===== config.mk =====
export PLATFORM = sky130hd
export DESIGN_NAME = exec_sequencer
export DESIGN_NICKNAME = d
export VERILOG_FILES = /design/src/rtl/cpu_pkg.sv /design/src/rtl/instr_decoder.sv /design/src/rtl/exec_sequencer.sv
export SDC_FILE = /design/constraint.sdc
export NUM_CORES = 1
export LEC_CHECK = 0
export ABC_AREA = 1
export ABC_CLOCK_PERIOD_IN_PS = 1650
export CAP_MARGIN = 20
export CELL_PAD_IN_SITES_DETAIL_PLACEMENT = 2
export CELL_PAD_IN_SITES_GLOBAL_PLACEMENT = 2
export CORE_AREA = 5 5 115 117
export CTS_CLUSTER_DIAMETER = 40
export DETAILED_ROUTE_END_ITERATION = 10
export DIE_AREA = 0 0 120 122
export PLACE_DENSITY_LB_ADDON = 0.2
export REMOVE_ABC_BUFFERS = 1
export SLEW_MARGIN = 40
export SYNTH_ARGS = -nofsm -noshare
export SYNTH_HDL_FRONTEND = slang
export SYNTH_SLANG_ARGS = --single-unit

===== constraint.sdc =====
create_clock -name clk -period 1.65 [get_ports clk]
set_clock_uncertainty 0.15 [all_clocks]
set_input_delay 0.495 -clock clk [delete_from_list [all_inputs] [get_ports clk]]
set_output_delay 0.495 -clock clk [all_outputs]
set_load 0.02 [all_outputs]

===== src/rtl/cpu_pkg.sv =====
// Shared decode/sequencing definitions: instruction field positions, opcodes, ALU codes, FSM states.
// Pure definitions; no latency or backpressure of its own.
package cpu_pkg;

  localparam int OPC_HI   = 31;
  localparam int OPC_LO   = 26;
  localparam int RD_HI    = 25;
  localparam int RD_LO    = 21;
  localparam int RS1_HI   = 20;
  localparam int RS1_LO   = 16;
  localparam int RS2_HI   = 15;
  localparam int RS2_LO   = 11;
  localparam int IMM_HI   = 15;
  localparam int IMM_LO   = 0;
  localparam int FUNCT_HI = 3;
  localparam int FUNCT_LO = 0;

  localparam logic [5:0] OP_ALUR = 6'h00;
  localparam logic [5:0] OP_ADDI = 6'h01;
  localparam logic [5:0] OP_LD   = 6'h10;
  localparam logic [5:0] OP_ST   = 6'h11;
  localparam logic [5:0] OP_BEQ  = 6'h20;
  localparam logic [5:0] OP_JMP  = 6'h21;
  localparam logic [5:0] OP_HALT = 6'h3F;

  // ALU-R instructions pass their funct field ir[3:0] straight through as alu_op.
  localparam logic [3:0] ALU_NONE = 4'h0;
  localparam logic [3:0] ALU_ADD  = 4'h2;
  localparam logic [3:0] ALU_SUB  = 4'h6;

  typedef enum logic [2:0] {
    CLS_ALUR, CLS_ADDI, CLS_LD, CLS_ST, CLS_BEQ, CLS_JMP, CLS_HALT, CLS_ILLEGAL
  } instrClass_t;

  typedef enum logic [3:0] {
    S_IDLE, S_FETCHW, S_DECODE, S_EXEC, S_MADDR, S_MRD, S_MWR,
    S_WB, S_JUMP, S_NEXT, S_HALT, S_ERR
  } state_t;

  function automatic logic usesImm(input instrClass_t cls);
    return (cls == CLS_ADDI) || (cls == CLS_LD) || (cls == CLS_ST);
  endfunction

endpackage


===== src/rtl/instr_decoder.sv =====
// Opcode -> instruction class / ALU function / illegal flag, plus imm sign extension.
// Purely combinational, zero latency; no backpressure.
module instr_decoder
  import cpu_pkg::*;
#(
  parameter int WIDTH = 32
) (
  input  logic [5:0]       opcode,
  input  logic [3:0]       funct,
  input  logic [15:0]      imm16,
  output instrClass_t      instrClass,
  output logic [3:0]       aluOp,
  output logic             illegal,
  output logic [WIDTH-1:0] immExt
);

  assign immExt = {{(WIDTH-16){imm16[15]}}, imm16};

  always_comb begin
    instrClass = CLS_ILLEGAL;
    aluOp      = ALU_NONE;
    illegal    = 1'b0;
    case (opcode)
      OP_ALUR: begin instrClass = CLS_ALUR; aluOp = funct;   end
      OP_ADDI: begin instrClass = CLS_ADDI; aluOp = ALU_ADD; end
      OP_LD:   begin instrClass = CLS_LD;   aluOp = ALU_ADD; end
      OP_ST:   begin instrClass = CLS_ST;   aluOp = ALU_ADD; end
      OP_BEQ:  begin instrClass = CLS_BEQ;  aluOp = ALU_SUB; end
      OP_JMP:  instrClass = CLS_JMP;
      OP_HALT: instrClass = CLS_HALT;
      default: illegal = 1'b1;
    endcase
  end

endmodule


===== src/rtl/exec_sequencer.sv =====
// Multi-cycle decode/execute sequencer: DECODE..NEXT takes ALU 4, BEQ/JMP 3, LD 5+mem, ST 4+mem cycles.
// Stalls indefinitely for ir_valid; stalls on mem_ready up to MEM_TIMEOUT cycles, then latches error.
module exec_sequencer
  import cpu_pkg::*;
#(
  parameter int WIDTH       = 32,
  parameter int MEM_TIMEOUT = 15
) (
  input  logic             clk,
  input  logic             reset,
  input  logic             start,
  input  logic             ir_valid,
  input  logic [WIDTH-1:0] ir,
  input  logic             zero_flag,
  input  logic             mem_ready,
  output logic             go_fetch,
  output logic [4:0]       rs1_sel,
  output logic [4:0]       rs2_sel,
  output logic [4:0]       rd_sel,
  output logic             rf_wen,
  output logic [3:0]       alu_op,
  output logic             alu_src_imm,
  output logic [WIDTH-1:0] imm_ext,
  output logic             marEn,
  output logic             mdrEn,
  output logic             ldEn,
  output logic             stEn,
  output logic             rd,
  output logic             wr,
  output logic             pc_load,
  output logic             pc_abs,
  output logic             halted,
  output logic             error
);

  localparam int CNT_W = $clog2(MEM_TIMEOUT + 1);

  state_t           state, nextState;
  instrClass_t      decClass, curClass;
  logic [3:0]       decAluOp, curAluOp;
  logic             decIllegal;
  logic [WIDTH-1:0] decImm;
  logic [CNT_W-1:0] memCnt;
  logic             memTimeout;

  instr_decoder #(.WIDTH(WIDTH)) u_decoder (
    .opcode     (ir[OPC_HI:OPC_LO]),
    .funct      (ir[FUNCT_HI:FUNCT_LO]),
    .imm16      (ir[IMM_HI:IMM_LO]),
    .instrClass (decClass),
    .aluOp      (decAluOp),
    .illegal    (decIllegal),
    .immExt     (decImm)
  );

  always_ff @(posedge clk or posedge reset) begin
    if (reset) state <= S_IDLE;
    else       state <= nextState;
  end

  // Operand fields are captured once per instruction so ir may change after DECODE.
  always_ff @(posedge clk or posedge reset) begin
    if (reset) begin
      rs1_sel  <= '0;
      rs2_sel  <= '0;
      rd_sel   <= '0;
      imm_ext  <= '0;
      curClass <= CLS_ALUR;
      curAluOp <= ALU_NONE;
    end else if (state == S_DECODE) begin
      rs1_sel  <= ir[RS1_HI:RS1_LO];
      rs2_sel  <= ir[RS2_HI:RS2_LO];
      rd_sel   <= ir[RD_HI:RD_LO];
      imm_ext  <= decImm;
      curClass <= decClass;
      curAluOp <= decAluOp;
    end
  end

  always_ff @(posedge clk or posedge reset) begin
    if (reset)                                              memCnt <= '0;
    else if (state == S_MADDR)                              memCnt <= '0;
    else if ((state == S_MRD || state == S_MWR) && !mem_ready) memCnt <= memCnt + CNT_W'(1);
  end

  // A ready arriving on the final allowed cycle still completes normally.
  assign memTimeout = !mem_ready && (memCnt == CNT_W'(MEM_TIMEOUT - 1));

  always_comb begin
    nextState = state;
    case (state)
      S_IDLE:   if (start)    nextState = S_FETCHW;
      S_FETCHW: if (ir_valid) nextState = S_DECODE;
      S_DECODE: begin
        if (decIllegal) nextState = S_ERR;
        else begin
          case (decClass)
            CLS_JMP:  nextState = S_JUMP;
            CLS_HALT: nextState = S_HALT;
            default:  nextState = S_EXEC;
          endcase
        end
      end
      S_EXEC: begin
        case (curClass)
          CLS_LD, CLS_ST: nextState = S_MADDR;
          CLS_BEQ:        nextState = S_NEXT;
          default:        nextState = S_WB;
        endcase
      end
      S_MADDR:  nextState = (curClass == CLS_LD) ? S_MRD : S_MWR;
      S_MRD: begin
        if (mem_ready)       nextState = S_WB;
        else if (memTimeout) nextState = S_ERR;
      end
      S_MWR: begin
        if (mem_ready)       nextState = S_NEXT;
        else if (memTimeout) nextState = S_ERR;
      end
      S_WB, S_JUMP: nextState = S_NEXT;
      S_NEXT:       nextState = S_FETCHW;
      default:      nextState = state;
    endcase
  end

  always_comb begin
    go_fetch    = 1'b0;
    rf_wen      = 1'b0;
    alu_op      = ALU_NONE;
    alu_src_imm = 1'b0;
    marEn       = 1'b0;
    mdrEn       = 1'b0;
    ldEn        = 1'b0;
    stEn        = 1'b0;
    rd          = 1'b0;
    wr          = 1'b0;
    pc_load     = 1'b0;
    pc_abs      = 1'b0;
    halted      = 1'b0;
    error       = 1'b0;
    case (state)
      S_IDLE: go_fetch = start;
      S_EXEC: begin
        alu_op      = curAluOp;
        alu_src_imm = usesImm(curClass);
        if (curClass == CLS_BEQ) pc_load = zero_flag;
      end
      S_MADDR: begin
        marEn = 1'b1;
        if (curClass == CLS_ST) begin
          mdrEn = 1'b1;
          stEn  = 1'b1;
        end
      end
      S_MRD: begin
        rd    = 1'b1;
        ldEn  = 1'b1;
        mdrEn = mem_ready;
      end
      S_MWR: begin
        wr   = 1'b1;
        stEn = 1'b1;
      end
      S_WB:   rf_wen = 1'b1;
      S_JUMP: begin
        pc_load = 1'b1;
        pc_abs  = 1'b1;
      end
      S_NEXT: go_fetch = 1'b1;
      S_HALT: halted = 1'b1;
      S_ERR:  error = 1'b1;
      default: ;
    endcase
  end

endmodule


==> impl_summary.txt <==
----------------------------------------------------
[Run status]
  Status ... finished with violations
  Failing checks ... negative setup slack

[Global route]
  Overall Global Routing Usage ... 13.0%
  Number of global-route vias before repair ... 3002
  Remaining Overflow, GRT ... 0
  Number of antenna violations at the first check in global routing ... 0
  Maximum number of pins on one net before global-route repair ... 42
  Global-route wire length before repair ... 15300 um

[Timing]
  Transition time at the pin with the least slew margin ... around 0.35 ns
  Shortest clock period the worst path allows after layout ... between 2 and 2.5 ns
  Endpoints failing setup ... 76
  Number of max-slew violations in the final report ... 0
  Least setup slack across all paths after layout ... -0.437 ns
  Count of final hold-check violations ... 0
  Slew Limit Headroom ... 76.4%
  Fmax achieved ... 479 MHz
  Unrepaired setup endpoints after global routing ... true
  Summed negative setup slack over all endpoints ... -10.87 ns
  Final cycle utilization of the critical path ... 126%

[Flow run]
  Max_cap viols ... 0

[Floorplanning]
  Core area ... 0.0123 mm2
  Std-Cell Rows ... 41
  Overall die width ... 120 um
  Count of pins on the block boundary ... around 100
  Die area ... 0.0146 mm2
  Overall die height ... 122 um
  Initial standard-cell utilization of the core ... 19.2%

[Clocking]
  Root buf cell ... sky130_fd_sc_hd__clkbuf_16
  Clock slew at the register clock pins of the worst setup and hold paths ... 0.06 ns
  Clock tree from TritonCTS ... built
  TritonCTS buffer count ... 5
  TritonCTS Sinks ... 41
  Number of buffers inserted for hold repair after clock tree synthesis ... 0
  Clock insertion delay at the later pin of the skew report ... 0.28 ns
  Level count of the clock H-tree ... 2
  Number of buffers between clock root and the deepest sink ... 2

[Worst setup path]
  Class of the most critical setup path ... flip-flop to output port
  Crit. Startpoint ... state[3]
  Crit path arrival time ... about 1.4 ns
  Origin of the critical flop-to-flop path ... state[3]
  Endpoint kind of the worst setup timing path ... output port
  Reg-to-reg slack, setup ... -0.16 ns
  Required @ worst endpoint ... 1.00 ns
  Worst reg-to-reg path cell count ... 11
  Biggest fanout along the worst timing path ... 4
  Critical Path Start Type ... flip-flop
  Capture instance of the worst register-to-register path ... state[0]

[Routing]
  Detail Route Antenna Nets ... 0
  Iteration count of the initial detailed-routing pass ... 4
  Number of vias per cell after detailed routing ... 4.30
  WL per Instance ... 15.6 um
  Via count ... 2711
  Wire length reported by the detailed router ... 9820 um
  Count of unresolved DRC violations after routing ... 0
  First DRT Iteration DRCs ... 78

[Logic synthesis]
  Most common library cells after synthesis ... sky130_fd_sc_hd__nand2_1, sky130_fd_sc_hd__dfrtp_1, sky130_fd_sc_hd__nor2_1
  Count of synthesis-stage warnings from yosys ... 0
  Async SR Flop Fraction ... 100%
  Predominant post-synthesis flop cell ... sky130_fd_sc_hd__dfrtp_1
  Number of unique standard cell types used by synthesis ... 32
  Avg Synthesized Cell Area ... 7.46 um2
  Synthesized area ... around 0.0024 mm2
  Synth area leader ... sky130_fd_sc_hd__dfrtp_1
  Register area share after synthesis ... 43.5%
  Most frequent cell after synthesis ... sky130_fd_sc_hd__nand2_1
  Number of flops mapped to enable cells by yosys ... 0
  Number of storage elements in the synthesis netlist ... 41
  Top area cells in the synthesized netlist ... sky130_fd_sc_hd__dfrtp_1, sky130_fd_sc_hd__nand2_1, sky130_fd_sc_hd__buf_4
  Synth Instances ... 316
  Share of the synthesized area in the top cell type ... between 40% and 50%

[Power]
  Peak ir drop on the vdd network ... between 0.0003 and 0.0004 V
  Overall power after layout ... 2.35 mW
  PD cells ... 499 mW/mm2
  Leak Pwr ... ~2.2 nW

[Finish]
  Post-Route Utilization ... between 30% and 40%
  Sequential cell area in the final layout ... 0.00103 mm2
  Final design instance area without fill ... 0.00471 mm2
  Layout area overhead ... 99.6%
  Share of cells above drive strength 1 ... 51.9%
  Final net count ... 519
  Number of filler instances in the final layout ... roughly 1300
  Area occupied by multi-input gates ... around 0.0014 mm2
  Number of antenna cells inserted ... 0

[Worst hold path]
  Hold Path Class ... flip-flop to flip-flop
  Worst-case hold path end point ... imm_ext[2]
  Worst Min Path Start ... imm_ext[2]
  Number of cells on the worst hold path ... 2

[Placed design]
  Worst slack, placed ... -0.854 ns
  Final Wtd Congestion ... 0.772
  Half-perimeter wire length after placement ... 7010 um
  Post-placement cell area ... 0.00384 mm2
  Count of input and output buffers ... roughly 100

----------------------------------------------------
worst max path at each step:
| stage | end | slack, ns | cells past startpoint |
|---|---|---|---|
| finish | stEn | -0.44 | 6 |
| global route | stEn | -0.50 | 6 |
| CTS | mdrEn | -0.41 | 6 |
| detailed placement | mdrEn | -0.85 | 4 |
| global placement | mdrEn | -0.84 | 4 |
| floorplan | imm_ext[15] | -1.44 | 0 |
power by group:
| part | internal (mW) | switching, mW |
|---|---|---|
| Sequential | 1.01 | 0 |
| Clock | 0.757 | 0.410 |
| Combinational | 0.101 | 0.0746 |
routing by layer:
layer	track usage [%]	up-vias	routed length, um
met5	0	-	0
met4	2.58	0	67
met3	5.43	7	865
met2	23.0	78	5170
met1	14.7	1327	3710
li1	-	1299	-
area by class of cell:
class | count | area share (%)
repair buffers | 185 | 38.2
inverters | 27 | 2.37
clock buffers | 7 | 3.03
clock inverters | 1 | 0.638
multi-input cells | 219 | 29.9
well taps | 150 | 3.99
flip-flops and latches | 41 | 21.9
critical path, cell delays in order, from the launching register on:
cell                      delay, ns
sky130_fd_sc_hd__dfrtp_2       0.45
sky130_fd_sc_hd__buf_4         0.17
sky130_fd_sc_hd__nor2_4        0.11
sky130_fd_sc_hd__buf_4         0.13
sky130_fd_sc_hd__nand2_1       0.08
sky130_fd_sc_hd__nand2_1       0.10
sky130_fd_sc_hd__buf_6         0.12
repair_timing:
action / 4_1_cts / 5_1_grt
gates resized for setup: 295 / 175
cloned: 0 / 2
pin swaps: 9 / 21
setup buffers: 8 / 14
setup endpoints to repair: 104 / 99
layout by cell type, fill, tap and decap left out, types with 5 or more instances in the layout:
master and instances:
sky130_fd_sc_hd__clkbuf_16 7, sky130_fd_sc_hd__nor2_4 17, sky130_fd_sc_hd__buf_6 44, sky130_fd_sc_hd__buf_12 5
sky130_fd_sc_hd__clkdlybuf4s50_1 33, sky130_fd_sc_hd__nand2_1 68, sky130_fd_sc_hd__nor2_1 14, sky130_fd_sc_hd__inv_1 19
sky130_fd_sc_hd__nand3_1 23, sky130_fd_sc_hd__clkbuf_2 23, sky130_fd_sc_hd__buf_4 53, sky130_fd_sc_hd__nand2_4 12
sky130_fd_sc_hd__buf_8 15, sky130_fd_sc_hd__dfrtp_1 38, sky130_fd_sc_hd__nand2_2 37, sky130_fd_sc_hd__nor2_2 6
metrics by stage:
| step | hold slack (ns) | cells |
|---|---|---|
| after detailed placement | 0.317 | 600 |
| after floorplan | 0.309 | 287 |
| after CTS | 0.331 | 615 |
| after global routing | 0.362 | 630 |
| final | 0.337 | 630 |
| after global placement | 0.303 | 600 |
sequential cells by signal (all words and copies together) (netlist names):
| signal | flops |
|---|---|
| memCnt | 4 |
| rd_sel | 5 |
| curClass | 3 |
| curAluOp | 4 |
| state | 4 |
| rs1_sel | 5 |
| imm_ext | 11 |
| rs2_sel | 5 |
cell families (layout without fill, tap and decap cells):
kind of cell | after synthesis | in the layout | share of synthesized area, %
and+or+nand+nor | 193 | 193 | 35.5
adders and majority gates | 2 | 2 | 1.06
AOI/OAI and AO/OA | 23 | 23 | 5.99
buffers and inverters | 56 | 220 | 13.5
xor gates and xnor gates | 1 | 1 | 0.371
DFF | 41 | 41 | 43.5
No activity file was read; power rests on OpenSTA's default activity.
